<file path="src/rtl/im_pkg.sv">
// Shared types and widths for the instruction-memory port arbiter.
//   IM_ADDR_W   : word-address width of the IM port (byte address bits [11:2])
//   IM_DATA_W   : instruction word width
//   arb_state_t : arbiter ownership state (open arbitration, debug lock, drain)
//   resp_sel_t  : which requester owns the read response due next cycle
package im_pkg;

    localparam int IM_ADDR_W = 10;
    localparam int IM_DATA_W = 32;

    typedef enum logic [1:0] {
        ARB,
        LOCK,
        DRAIN
    } arb_state_t;

    typedef enum logic [1:0] {
        NONE,
        F,
        D
    } resp_sel_t;

endpackage

</file>
<file path="src/rtl/im_starve_ctr.sv">
// Saturating counter with synchronous clear; counts refused debug cycles.
// Ports:
//   clk, rst_n : clock, asynchronous active-low reset
//   inc        : count one more refusal (ignored once saturated)
//   clr        : clear to zero (wins over inc)
//   sat        : counter has reached MAX
module im_starve_ctr #(
    parameter int unsigned MAX = 4
) (
    input  logic clk,
    input  logic rst_n,
    input  logic inc,
    input  logic clr,
    output logic sat
);

    localparam int unsigned W = $clog2(MAX + 1);

    logic [W-1:0] count;

    assign sat = (count == W'(MAX));

    always_ff @(posedge clk or negedge rst_n) begin
        if (!rst_n) begin
            count <= '0;
        end else if (clr) begin
            count <= '0;
        end else if (inc && !sat) begin
            count <= count + 1'b1;
        end
    end

endmodule

</file>
<file path="src/rtl/im_port_arbiter.sv">
// Shares the single instruction-memory port between CPU fetch (F) and the
// debug/loader port (D). F normally wins; D wins when F is idle or after
// STARVE_MAX consecutive refusals. D may lock the port for a burst load,
// followed by one drain cycle before fetch resumes.
// Ports:
//   clk, rst_n                        : clock, asynchronous active-low reset
//   f_req/f_addr -> f_gnt             : fetch read request and acceptance
//   f_rvalid/f_rdata                  : fetch read response (1 cycle after f_gnt)
//   d_req/d_we/d_lock/d_addr/d_wdata  : debug request (read/write, lock)
//   d_gnt, d_rvalid/d_rdata           : debug acceptance and read response
//   locked                            : port currently owned by D
//   mem_en/mem_we/mem_addr/mem_wdata  : IM port command
//   mem_rdata                         : IM registered read data
module im_port_arbiter
    import im_pkg::*;
#(
    parameter int          ADDR_W     = IM_ADDR_W,
    parameter int          DATA_W     = IM_DATA_W,
    parameter int unsigned STARVE_MAX = 4
) (
    input  logic              clk,
    input  logic              rst_n,
    input  logic              f_req,
    input  logic [ADDR_W-1:0] f_addr,
    output logic              f_gnt,
    output logic              f_rvalid,
    output logic [DATA_W-1:0] f_rdata,
    input  logic              d_req,
    input  logic              d_we,
    input  logic              d_lock,
    input  logic [ADDR_W-1:0] d_addr,
    input  logic [DATA_W-1:0] d_wdata,
    output logic              d_gnt,
    output logic              d_rvalid,
    output logic [DATA_W-1:0] d_rdata,
    output logic              locked,
    output logic              mem_en,
    output logic              mem_we,
    output logic [ADDR_W-1:0] mem_addr,
    output logic [DATA_W-1:0] mem_wdata,
    input  logic [DATA_W-1:0] mem_rdata
);

    arb_state_t state, state_next;
    resp_sel_t  resp_sel;
    logic       d_starved;

    im_starve_ctr #(
        .MAX (STARVE_MAX)
    ) u_starve_ctr (
        .clk   (clk),
        .rst_n (rst_n),
        .inc   (d_req && !d_gnt),
        .clr   (d_gnt),
        .sat   (d_starved)
    );

    always_comb begin
        f_gnt      = 1'b0;
        d_gnt      = 1'b0;
        state_next = state;
        case (state)
            ARB: begin
                if (d_req && (!f_req || d_starved)) begin
                    d_gnt = 1'b1;
                end else begin
                    f_gnt = f_req;
                end
                if (d_gnt && d_lock) begin
                    state_next = LOCK;
                end
            end
            LOCK: begin
                d_gnt = d_req;
                if (!d_lock) begin
                    state_next = DRAIN;
                end
            end
            DRAIN: begin
                state_next = ARB;
            end
            default: begin
                state_next = ARB;
            end
        endcase
        // Grants are combinational, so they are also held off while reset is asserted.
        if (!rst_n) begin
            f_gnt = 1'b0;
            d_gnt = 1'b0;
        end
    end

    assign mem_en    = f_gnt || d_gnt;
    assign mem_we    = d_gnt && d_we;
    assign mem_addr  = d_gnt ? d_addr : f_addr;
    assign mem_wdata = d_wdata;

    always_ff @(posedge clk or negedge rst_n) begin
        if (!rst_n) begin
            state    <= ARB;
            locked   <= 1'b0;
            resp_sel <= NONE;
        end else begin
            state    <= state_next;
            locked   <= (state_next == LOCK);
            if (f_gnt) begin
                resp_sel <= F;
            end else if (d_gnt && !d_we) begin
                resp_sel <= D;
            end else begin
                resp_sel <= NONE;
            end
        end
    end

    assign f_rvalid = (resp_sel == F);
    assign d_rvalid = (resp_sel == D);
    assign f_rdata  = mem_rdata;
    assign d_rdata  = mem_rdata;

endmodule

</file>
<file path="config.mk">
export PLATFORM = sky130hd
export DESIGN_NAME = im_port_arbiter
export DESIGN_NICKNAME = d
export VERILOG_FILES = /design/src/rtl/im_pkg.sv /design/src/rtl/im_starve_ctr.sv /design/src/rtl/im_port_arbiter.sv
export SDC_FILE = /design/constraint.sdc
export NUM_CORES = 1
export LEC_CHECK = 0
export ABC_AREA = 1
export ABC_CLOCK_PERIOD_IN_PS = 1900
export BUFFER_PORTS_ARGS = -buffer_cell sky130_fd_sc_hd__clkbuf_2
export CORE_AREA = 2 2 78 80
export DETAILED_ROUTE_END_ITERATION = 6
export DIE_AREA = 0 0 80 82
export PLACE_DENSITY = 0.64
export SKIP_LAST_GASP = 1
export SLEW_MARGIN = 20
export SYNTH_ARGS = -nofsm -noshare
export SYNTH_HDL_FRONTEND = slang
export SYNTH_SLANG_ARGS = --single-unit
</file>
<file path="constraint.sdc">
create_clock -name clk -period 1.9 [get_ports clk]
set_input_delay 0.095 -clock clk [delete_from_list [all_inputs] [get_ports clk]]
set_output_delay 0.095 -clock clk [all_outputs]
set_load 0.03 [all_outputs]
</file>
-- Word-level counts from Yosys, hierarchy flattened
Index checks and enable logic that the tools add are counted.
- input port bits: 90
- register bits after elaboration: 8
- memories: 0
- bits in latches: 0
- RAM bits: 0
- logic and storage cells: 39
- output and inout port bits: 113
- memory bits (read-only): 0
- bitwise gates (word level): 0
- multiplexer cells: 15
- equality and inequality tests: 5
- shifts and indexed selects: 0
- add/subtract/negate cells: 1
- $mul: 0
- divide/modulo/power cells: 0
- $lt $le $gt $ge: 0
- reduce and logical (&&, ||, !) cells: 14
- operator list (kind ; count):
    2-to-1 mux 10 bit ; 1
    2-to-1 mux 2 bit ; 4
    equality test 2 x 1 -> 1 bit, second input constant ; 3
    logical AND 1 bit ; 6
    2-to-1 mux 1 bit ; 6
    2-to-1 mux 3 bit ; 2
    zero test 1 bit ; 4
    one-hot mux 2 bit (2 select lines) ; 1
    adder 3 x 1 -> 3 bit, second input constant ; 1
    equality test 3 bit, second input constant ; 1
    equality test 2 bit, second input constant ; 1
    zero test 2 bit ; 1
    logical OR 1 bit ; 2
    one-hot mux 1 bit (2 select lines) ; 1
    nonzero test 2 bit ; 1

-- Logic depth before layout (Yosys ltp)
Gate-level depths: netlist of the first run.
- depth after elaboration: 12
- mapped depth: 8
- gate-level depth less buffers: 8

-- By module
A second synthesis of the first run with hierarchy kept.
- cells, all modules: 185
- area, all modules: 1340.0 um2
- modules (own cells, without submodules) (module ; area an instance (um2) ; sequential area each (um2) ; cells each ; times used):
    im_port_arbiter ; 1154.9 ; 125.1 ; 160 ; 1
    im_starve_ctr ; 185.2 ; 75.1 ; 25 ; 1

-- Worst setup path after synthesis of the first run
OpenSTA, ideal clock, no wires.
- path kind: flip-flop to output port
- start point: reg u_starve_ctr.count[0]
- end point: out mem_we
- cell stages (with the launch flop): 8
- arrival time: 1.393 ns
- required time: 1.805 ns
- buffers on the path: 1
- setup slack: 0.412 ns
- cells stage by stage: dfrtp_1 > inv_1 > ha_1 > nand2_1 > nand3_2 > nand2_4 > buf_6 > nor2_1
- cells in the longest elaborated chain, start to end: 8
- RTL lines (element ; line ; source):
    from (decl) ; im_starve_ctr.sv:19 ; logic [W-1:0] count;
    from (signal assigned) ; im_starve_ctr.sv:29 ; count <= count + 1'b1;
    equality test 3 bit ; im_starve_ctr.sv:21 ; assign sat = (count == W'(MAX));
    logical OR 1 bit ; im_port_arbiter.sv:64 ; if (d_req && (!f_req || d_starved)) begin
    logical AND 1 bit ; im_port_arbiter.sv:64 ;
    2-to-1 mux 1 bit ; im_port_arbiter.sv:64 ;
    2-to-1 mux 1 bit ; im_port_arbiter.sv:62 ; case (state)
    one-hot mux 1 bit (2 select lines) ; im_port_arbiter.sv:62 ;
    2-to-1 mux 1 bit ; im_port_arbiter.sv:87 ; if (!rst_n) begin
    logical AND 1 bit ; im_port_arbiter.sv:94 ; assign mem_we = d_gnt && d_we;
    to (decl) ; im_port_arbiter.sv:38 ; output logic mem_we,
Every way passes these cells. The select of a mux whose other input is x is not followed.

-- Final worst setup path of the first run
- start point: reg u_starve_ctr.count[0]
- end point: out mem_addr[7]
- cells in the longest elaborated chain, start to end: 8
- RTL lines (element ; line ; source):
    equality test 3 bit ; im_starve_ctr.sv:21 ;
    logical OR 1 bit ; im_port_arbiter.sv:64 ;
    logical AND 1 bit ; im_port_arbiter.sv:64 ;
    2-to-1 mux 1 bit ; im_port_arbiter.sv:64 ;
    2-to-1 mux 1 bit ; im_port_arbiter.sv:62 ;
    one-hot mux 1 bit (2 select lines) ; im_port_arbiter.sv:62 ;
    2-to-1 mux 1 bit ; im_port_arbiter.sv:87 ;
    2-to-1 mux 10 bit ; im_port_arbiter.sv:95 ; assign mem_addr = d_gnt ? d_addr : f_addr;
    to (decl) ; im_port_arbiter.sv:39 ; output logic [ADDR_W-1:0] mem_addr,
Every way passes these cells. The select of a mux whose other input is x is not followed.

==> results of run 1 <==
routing by layer:
layer / routed length (um) / part of all wire (%) / track usage, %
met4: 112 / 4.5 / 4.58
met3: 404 / 16 / 4.73
met1: 784 / 31 / 6.59
met2: 1190 / 48 / 13.4
met5: 0 / 0 / 0
kinds of logic after synthesis:
kind of cell	synth area share [%]
fa+ha+maj	1.95
simple gates	20.6
flops	15.6
buf+inv	61.5
compound gates	0.389
power groups by stage:
stage | logic (mW) | clock network [mW] | registers, mW
after floorplan | 0.624 | 0 | 0.236
after global placement | 0.350 | 0 | 0.234
after detailed placement | 0.357 | 0 | 0.235
after CTS | 0.360 | 0.213 | 0.233
after global routing | 0.417 | 0.220 | 0.237
final | 0.360 | 0.204 | 0.232
what timing repair did:
action | 4_1_cts | 5_1_grt
hold buffers | 1 | 0
endpoints found under the hold margin | 8 | 0
buffers inserted | 0 | 1
endpoints found under the setup margin | 0 | 12
critical path, stage by stage, from the launching register on:
cell      delay, ns
dfrtp_1        0.37
inv_1          0.10
ha_1           0.15
nand2_1        0.10
nand3_2        0.13
buf_4          0.20
nand3_1        0.09
nand2_1        0.07
clkbuf_2       0.20
state kept, by name, indices dropped and copies added, names as in the netlist:
register	count
locked	1
resp_sel	2
state	2
u_starve_ctr.count	3
cell type report:
class / instances / area [um2] / area share, %
flip-flops and latches: 8 / 200 / 21.5
well taps: 75 / 93.8 / 10.1
inverters: 12 / 45.0 / 4.85
repair buffers: 46 / 255 / 27.5
multi-input cells: 63 / 294 / 31.6
clock buffers: 3 / 41.3 / 4.44
per-stage QoR:
stage	worst slack [ns]	hold slack (ns)
finish	0.170	0.0370
global route	0.00379	0.0407
CTS	0.0806	0.0317
detailed placement	0.382	0.0371
global placement	0.433	0.0352
floorplan	0.412	-0.201
how the worst max path moves through the flow:
| stage | end | from | slack, ns | cells past startpoint |
|---|---|---|---|---|
| floorplan | mem_we | u_starve_ctr.count[0] | 0.41 | 7 |
| global placement | mem_addr[8] | u_starve_ctr.count[0] | 0.43 | 8 |
| detailed placement | mem_addr[8] | u_starve_ctr.count[0] | 0.38 | 8 |
| CTS | mem_we | rst_n | 0.08 | 7 |
| global route | mem_addr[2] | u_starve_ctr.count[0] | 0.004 | 8 |
| finish | mem_addr[7] | u_starve_ctr.count[0] | 0.17 | 8 |
placed cells by master (no fill, tap or decap):
master	n
inv_2	1
nand2_4	1
dlygate4sd3_1	1
clkbuf_2	42
ha_1	2
nor2_4	1
nand4_1	1
nor2_1	10
nand3_2	1
nor3_1	1
a21oi_1	1
buf_4	2
clkbuf_8	3
buf_12	1
inv_1	11
nand2_1	34
nand3_1	11
dfrtp_1	8
==> impl_metrics.csv, run 1 <==
group,metric,value,unit
worst_hold_path,hold_depth,2,
yosys,synth_seq_cells,8,
timing,skew,0.00403,ns
detailed_routing,drt-initial-drc-count,39,
detailed_routing,wl,2.49,mm
clock_network,clk_latency,0.23,ns
worst_hold_path,min_to,"resp_sel[1]",
clock_network,cts_root_buf,"clkbuf_8",
power_and_ir_drop,power_leakage,0.573,nW
yosys,synth_top_area_share,56.7,%
global_routing,grt_pass1_wl,3.75,mm
final_layout,fillerInstances,695,
yosys,synth_most_common_cell,"buf_4",
timing,finalSetupTns,0,ns
power_and_ir_drop,finalPower,0.796,mW
detailed_routing,via_per_inst,3.67,
die,core_area,0.00575,mm2
yosys,yosys_warnings,0,
power_and_ir_drop,irDropWorstVdd,0.181,mV
place,port_buffers,42,
timing,period_share,91.1,%
power_and_ir_drop,swShare,41.0,%
critical_path,start_kind,"register",
yosys,yosys.cell_types.count,16,
global_routing,grtUsageTotal,7.63,%
yosys,syn_nets,274,
worst_hold_path,hold_start,"d_we",
critical_path,endpoint_kind,"primary output",
final_layout,diodes,0,
die,io-pin-count,203,
power_and_ir_drop,clkPwrFrac,25.6,%
die,placementRows,28,
power_and_ir_drop,pwr-share-comb,45.2,%
clock_network,cts_buffers,3,
yosys,synth_common_cells,"buf_4, nand2_1, inv_1, nand3_1, nor2_1",
final_layout,final_core_util,16.2,%
final_layout,drive_gt1_share,39.4,%
place,placed_cell_area,858,um2
global_routing,antenna_found_initial,0,
timing,final_max_slew_viol_count,0,
yosys,synth_ff_type,"dfrtp_1",
final_layout,finalNonFillerCells,207,
yosys,yosys-top-cells-area,"buf_4, dfrtp_1, nand2_1, nand3_1, inv_1",
clock_network,cts_tree,"done",
place,gp_congestion,0.691,
power_and_ir_drop,seqPwrFrac,29.2,%
timing,finalCriticalPeriod,1.73,ns
yosys,netlist_area,0.00128,mm2
die,start_util,22.3,%
timing,hold_viol,0,
status,status,"complete, no violations",
detailed_routing,wl_per_cell,12.0,um
power_and_ir_drop,power_density,856,mW/mm2
global_routing,first_global_vias,782,
die,fp.dieW,80,um
timing,max-slew-margin-rel,86.9,%
clock_network,cts.clk_slew.worst_paths,0.04,ns
timing,finalSetupViolations,0,
final_layout,fin_nets,226,
critical_path,cp_data_required_time,1.80,ns
critical_path,worstPathMaxFanout,10,
yosys,postSynthAreaPerCell,7.05,um2
die,die_h,82,um
yosys,ys_async_sr_fraction,100,%
clock_network,cts_num_sinks,8,
critical_path,rr_worst_depth,7,
worst_hold_path,hold_path_class,"input port to register",
global_routing,globalRouteOverflowTotal,0,
clock_network,htree_levels,1,
clock_network,post_cts_resized,0,
critical_path,reg2reg_to,"u_starve_ctr.count[2]",
detailed_routing,drt_first_pass_iters,2,
detailed_routing,vias,759,
critical_path,reg2reg_slack,0.60,ns
die,dieArea,0.00656,mm2
detailed_routing,route.detailed.drc,0,
final_layout,syn_to_final_growth,-27.6,%
timing,fmax,0.578,GHz
yosys,synth_edf_count,0,
clock_network,clockBufferDepth,2,
critical_path,critPathKind,"register to primary output",
place,place_inst,202,
yosys,synthCells,182,
run,cap_violations,0,
timing,rsz0062_at_grt,"no",
critical_path,regToRegStartpoint,"u_starve_ctr.count[0]",
final_layout,fin_area,930,um2
yosys,synth-seq-area-share,15.6,%
yosys,synth_area_leader_cell,"buf_4",
power_and_ir_drop,power.switching,0.326,mW
critical_path,worstPathArrival,1.63,ns
timing,worst-slew-pin-transition,0.196,ns
place,hpwl,2.09,mm
power_and_ir_drop,p_int,0.469,mW
detailed_routing,drtAntennaViolNets,0,
global_routing,grt_max_degree,18,
Note: power is estimated with default switching activity, not from simulation.
==> run 2, diff against run 1 <==
--- a/config.mk
+++ b/config.mk
@@ -11,7 +11,8 @@
 export CORE_AREA = 2 2 78 80
 export DETAILED_ROUTE_END_ITERATION = 6
 export DIE_AREA = 0 0 80 82
-export PLACE_DENSITY = 0.64
+export PLACE_DENSITY = 0.66
+export SETUP_SLACK_MARGIN = 0.3
 export SKIP_LAST_GASP = 1
 export SLEW_MARGIN = 20
 export SYNTH_ARGS = -nofsm -noshare
==> impl_metrics.csv, run 2 (synthesized netlist as in run 1, its figures left out) <==
group,metric,value,unit
status,status,"complete, no violations",
power_and_ir_drop,power_density,904,mW/mm2
power_and_ir_drop,p_int,0.632,mW
timing,final_max_slew_viol_count,0,
critical_path,critPathSlowestCell,"dfrtp_1",
global_routing,first_global_vias,873,
critical_path,worst-path-stages,8,
place,pre_cts_ws,0.262,ns
clock_network,cts_num_sinks,8,
critical_path,worstPathMaxFanout,5,
critical_path,worst-path-buf-inv,3,
die,die_h,82,um
critical_path,cp_data_required_time,1.80,ns
final_layout,reg_top3,"u_starve_ctr.count (3), resp_sel (2), state (2)",
timing,hold_viol,0,
die,dieArea,0.00656,mm2
timing,period_share,84.9,%
global_routing,grt_max_degree,10,
power_and_ir_drop,clkPwrFrac,18.7,%
detailed_routing,wl_met2,1.66,mm
final_layout,fin_nets,238,
power_and_ir_drop,irDropWorstVdd,0.213,mV
global_routing,antenna_found_initial,0,
die,fp.dieW,80,um
detailed_routing,drtAntennaViolNets,0,
detailed_routing,wl_met3,418,um
clock_network,clk_latency,0.22,ns
critical_path,cp_cell_sequence,"inv_2 > ha_4 > nand2_4 > nand3_4 > buf_6 > nand3_2 > nand2_2 > buf_8",
critical_path,critPathKind,"register to primary output",
clock_network,clockBufferDepth,2,
critical_path,rr_worst_depth,9,
global_routing,globalRouteOverflowTotal,0,
global_routing,grt_pass1_wl,4.60,mm
clock_network,htree_levels,1,
clock_network,cts_tree,"done",
critical_path,start_kind,"register",
detailed_routing,wl_per_cell,14.7,um
run,cap_violations,0,
die,placementRows,28,
critical_path,worstPathArrival,1.52,ns
final_layout,fillerInstances,645,
place,hpwl,2.30,mm
timing,finalCriticalPeriod,1.61,ns
final_layout,final_core_util,20.5,%
final_layout,diodes,0,
worst_hold_path,hold_path_class,"input port to register",
die,io-pin-count,203,
detailed_routing,vias,845,
detailed_routing,top_layer,"met4",
timing,worst_slack,0.288,ns
clock_network,cts.clk_slew.worst_paths,0.04,ns
final_layout,layout_commonest_cell,"clkbuf_2",
worst_hold_path,hold_depth,2,
timing,rsz0062_at_grt,"yes",
power_and_ir_drop,power.switching,0.431,mW
detailed_routing,drt-initial-drc-count,20,
timing,finalSetupViolations,0,
clock_network,cts_buffers,3,
detailed_routing,drt_first_pass_iters,4,
detailed_routing,via_per_inst,3.86,
timing,worst-slew-pin-transition,0.394,ns
global_routing,grtUsageTotal,9.46,%
final_layout,final_cell_mix,"clkbuf_2, nand2_1, buf_4, inv_1, nor2_1",
critical_path,critical-path-max-stage-delay,0.37,ns
die,start_util,22.3,%
detailed_routing,route.detailed.drc,0,
power_and_ir_drop,swShare,40.5,%
power_and_ir_drop,seqPwrFrac,23.1,%
detailed_routing,met1Wirelength,990,um
detailed_routing,wl,3.22,mm
die,core_area,0.00575,mm2
final_layout,drive_gt1_share,55.6,%
final_layout,regMostFlops,"u_starve_ctr.count",
power_and_ir_drop,power_leakage,0.661,nW
power_and_ir_drop,pwr-share-comb,58.2,%
timing,skew,0.00250,ns
final_layout,syn_to_final_growth,-8.38,%
critical_path,cp_top_family,"simple AND/OR/NAND/NOR gates",
timing,fmax,0.620,GHz
place,port_buffers,42,
final_layout,largest_reg_flops,3,
place,gp_congestion,0.704,
clock_network,cts_root_buf,"clkbuf_8",
power_and_ir_drop,finalPower,1.06,mW
timing,finalSetupTns,0,ns
critical_path,endpoint_kind,"primary output",
timing,max-slew-margin-rel,73.6,%
==> run 2: cell types whose count changed in the layout (fill, tap and decap cells not counted), moves of 6 or more <==
cell and change:
buf_4 +10, clkbuf_4 +6, nand2_2 +6, nand2_1 -7, clkbuf_2 -13
==> run 2: area by class of cell <==
class / count / area (um2) / area share, %
timing repair buffer: 56 / 402 / 34.1
multi-input combinational: 65 / 394 / 33.5
sequential: 8 / 200 / 17.0
tap: 75 / 93.8 / 7.98
inverter: 12 / 45.0 / 3.83
clock buffer: 3 / 41.3 / 3.51
==> run 2: repair_timing <==
item,in CTS,in global routing
pin swaps,5,6
cloned,2,0
gates resized for setup,23,27
hold buffers,1,0
setup buffers,8,4
endpoints found under the setup margin,14,14
hold endpoints to repair,8,0
==> run 2: per-layer routing <==
layer  track usage, %  up-vias
met5                0        -
met4             5.76        0
met3             5.27       23
met2             17.4       75
met1             7.88      361
li1                 -      386
==> run 2: final timing paths <==
| kind | startpoint | endpoint | slack (ns) |
|---|---|---|---|
| max | u_starve_ctr.count[1] | mem_addr[0] | 0.29 |
| min | d_we | resp_sel[1] | 0.05 |
| max reg2reg | u_starve_ctr.count[1] | u_starve_ctr.count[0] | 0.56 |
| min reg2reg | state[1] | state[1] | 0.44 |
| max in group asynchronous | rst_n | resp_sel[1] | 1.26 |
| min in group asynchronous | rst_n | state[0] | 0.36 |
==> run 2: worst reg2reg max path, delay by kind of cell, from the launching register on <==
family | cells | cell delay (ns)
fa+ha+maj | 1 | 0.14
simple gates | 5 | 0.34
flops | 1 | 0.39
buf+inv | 3 | 0.35
==> run 2: power groups by stage <==
stage / clock, mW / sequential, mW / combinational, mW
after global placement: 0 / 0.234 / 0.343
final: 0.199 / 0.246 / 0.619
after floorplan: 0 / 0.236 / 0.624
after detailed placement: 0 / 0.238 / 0.359
after global routing: 0.216 / 0.246 / 0.674
after CTS: 0.205 / 0.240 / 0.535
==> run 2: through the flow <==
stage          hold WS, ns  cells  cell area [um2]
4_1_cts             0.0476    215             1090
6_report            0.0533    219             1180
5_1_grt             0.0542    219             1180
3_3_place_gp       -0.0313    201              851
2_1_floorplan       -0.201    182             1280
3_5_place_dp       -0.0256    201              851
==> run 3, diff against run 2 <==
--- a/config.mk
+++ b/config.mk
@@ -6,7 +6,7 @@
 export NUM_CORES = 1
 export LEC_CHECK = 0
 export ABC_AREA = 1
-export ABC_CLOCK_PERIOD_IN_PS = 1900
+export ABC_CLOCK_PERIOD_IN_PS = 1650
 export BUFFER_PORTS_ARGS = -buffer_cell sky130_fd_sc_hd__clkbuf_2
 export CORE_AREA = 2 2 78 80
 export DETAILED_ROUTE_END_ITERATION = 6
==> constraint.sdc (replaced) <==
create_clock -name clk -period 1.65 [get_ports clk]
set_input_delay 0.0825 -clock clk [delete_from_list [all_inputs] [get_ports clk]]
set_output_delay 0.0825 -clock clk [all_outputs]
set_load 0.03 [all_outputs]
==> impl_metrics.csv, run 3 (synthesized netlist as in run 1, its figures left out) <==
group,metric,value,unit
final_layout,drive_gt1_share,65.5,%
global_routing,grt_max_degree,11,
final_layout,fin_nets,236,
final_layout,regMostFlops,"u_starve_ctr.count",
global_routing,grtUsageTotal,9.69,%
clock_network,clockBufferDepth,2,
die,start_util,22.3,%
place,hpwl,2.22,mm
global_routing,antenna_found_initial,0,
timing,period_share,99.5,%
global_routing,grt_pass1_wl,4.65,mm
timing,rsz0062_at_grt,"yes",
worst_hold_path,hold_path_class,"input port to register",
global_routing,globalRouteOverflowTotal,0,
detailed_routing,drt_first_pass_iters,4,
timing,finalCriticalPeriod,1.64,ns
power_and_ir_drop,power_density,963,mW/mm2
power_and_ir_drop,finalPower,1.29,mW
final_layout,fin_area,0.00134,mm2
timing,final_max_slew_viol_count,0,
critical_path,critPathKind,"register to primary output",
final_layout,largest_reg_flops,3,
global_routing,first_global_vias,842,
clock_network,clk_latency,0.23,ns
timing,hold_viol,0,
die,die_h,82,um
detailed_routing,drt-initial-drc-count,27,
final_layout,diodes,0,
timing,finalSetupTns,0,ns
timing,max-slew-margin-rel,74.1,%
clock_network,cts_num_sinks,8,
run,cap_violations,0,
final_layout,final_cell_mix,"clkbuf_2, nand2_1, nand2_2, buf_8, nor2_1",
critical_path,endpoint_kind,"primary output",
die,dieArea,0.00656,mm2
detailed_routing,drtAntennaViolNets,0,
critical_path,worstPathMaxFanout,5,
clock_network,cts_tree,"done",
place,gp_congestion,0.696,
final_layout,fillerInstances,652,
power_and_ir_drop,power_leakage,0.687,nW
timing,worst-slew-pin-transition,0.387,ns
critical_path,worstPathArrival,1.56,ns
detailed_routing,vias,843,
final_layout,reg_top3,"u_starve_ctr.count (3), resp_sel (2), state (2)",
status,status,"complete, no violations",
detailed_routing,wl_per_cell,14.7,um
detailed_routing,via_per_inst,3.88,
final_layout,layout_commonest_cell,"clkbuf_2",
power_and_ir_drop,irDropWorstVdd,0.268,mV
final_layout,syn_to_final_growth,4.29,%
critical_path,start_kind,"register",
clock_network,cts_buffers,3,
place,placed_cell_area,886,um2
critical_path,cp_data_required_time,1.57,ns
detailed_routing,route.detailed.drc,0,
die,core_area,0.00575,mm2
timing,fmax,0.609,GHz
clock_network,cts.clk_slew.worst_paths,0.04,ns
timing,finalSetupViolations,0,
timing,skew,0.00264,ns
clock_network,htree_levels,1,
final_layout,final_core_util,23.3,%
place,port_buffers,42,
die,io-pin-count,203,
timing,worst_slack,0.00846,ns
die,placementRows,28,
detailed_routing,wl,3.19,mm
die,fp.dieW,80,um
place,pre_cts_ws,0.122,ns
clock_network,cts_root_buf,"clkbuf_8",
[run 3: worst max-delay path, cell delays in order, from the launching register on]
cell     delay, ns
dfrtp_1       0.35
inv_2         0.07
ha_4          0.17
nand2_4       0.07
nand3_4       0.19
buf_16        0.22
nand3_2       0.07
nand2_2       0.06
buf_8         0.13
[run 3: area by class of cell]
type / count / area, um2 / area share [%]
Clock buffer: 3 / 41.3 / 3.08
Inverter: 12 / 45.0 / 3.36
Multi-Input combinational cell: 64 / 458 / 34.2
Sequential cell: 8 / 200 / 15.0
Tap cell: 75 / 93.8 / 7.01
Timing Repair Buffer: 55 / 500 / 37.4
[run 3: per-layer routing]
metal	share of wire (%)	routed length (um)	vias to the layer above	GRT usage [%]
met2	49	1570	70	14.7
met1	33	1050	370	10.0
li1	-	-	377	-
met5	0	0	-	0
met4	4.2	135	0	7.29
met3	14	436	26	5.38
[run 3: power by group]
part,internal [mW],leakage [nW],switching [mW]
sequential,0.242,0.104,0.0358
combinational,0.370,0.561,0.407
clock,0.158,0.0216,0.0773
total,0.770,0.687,0.520
[run 3: timing repair]
action | 4_1_cts | 5_1_grt
hold buffers | 1 | 0
pin swaps | 15 | 7
endpoints found under the hold margin | 8 | 0
cloned | 2 | 0
setup buffers | 4 | 5
gates resized for setup | 49 | 24
endpoints found under the setup margin | 14 | 20
[run 3: metrics by stage]
stage | hold slack (ns) | cells
floorplan | -0.213 | 182
global placement | -0.0445 | 202
detailed placement | -0.0400 | 202
CTS | 0.0269 | 212
global route | 0.0349 | 217
finish | 0.0292 | 217
[run 3: path summary, 6_finish.rpt]
path / slack (ns) / depth (start not counted) / from / endpoint
max: 0.008 / 8 / u_starve_ctr.count[0] / mem_addr[6]
min: 0.03 / 2 / d_lock / state[1]
max reg2reg: 0.31 / 8 / u_starve_ctr.count[0] / resp_sel[0]
min reg2reg: 0.43 / 1 / state[1] / state[1]
max in group asynchronous: 1.04 / 2 / rst_n / resp_sel[0]
min in group asynchronous: 0.34 / 2 / rst_n / u_starve_ctr.count[1]
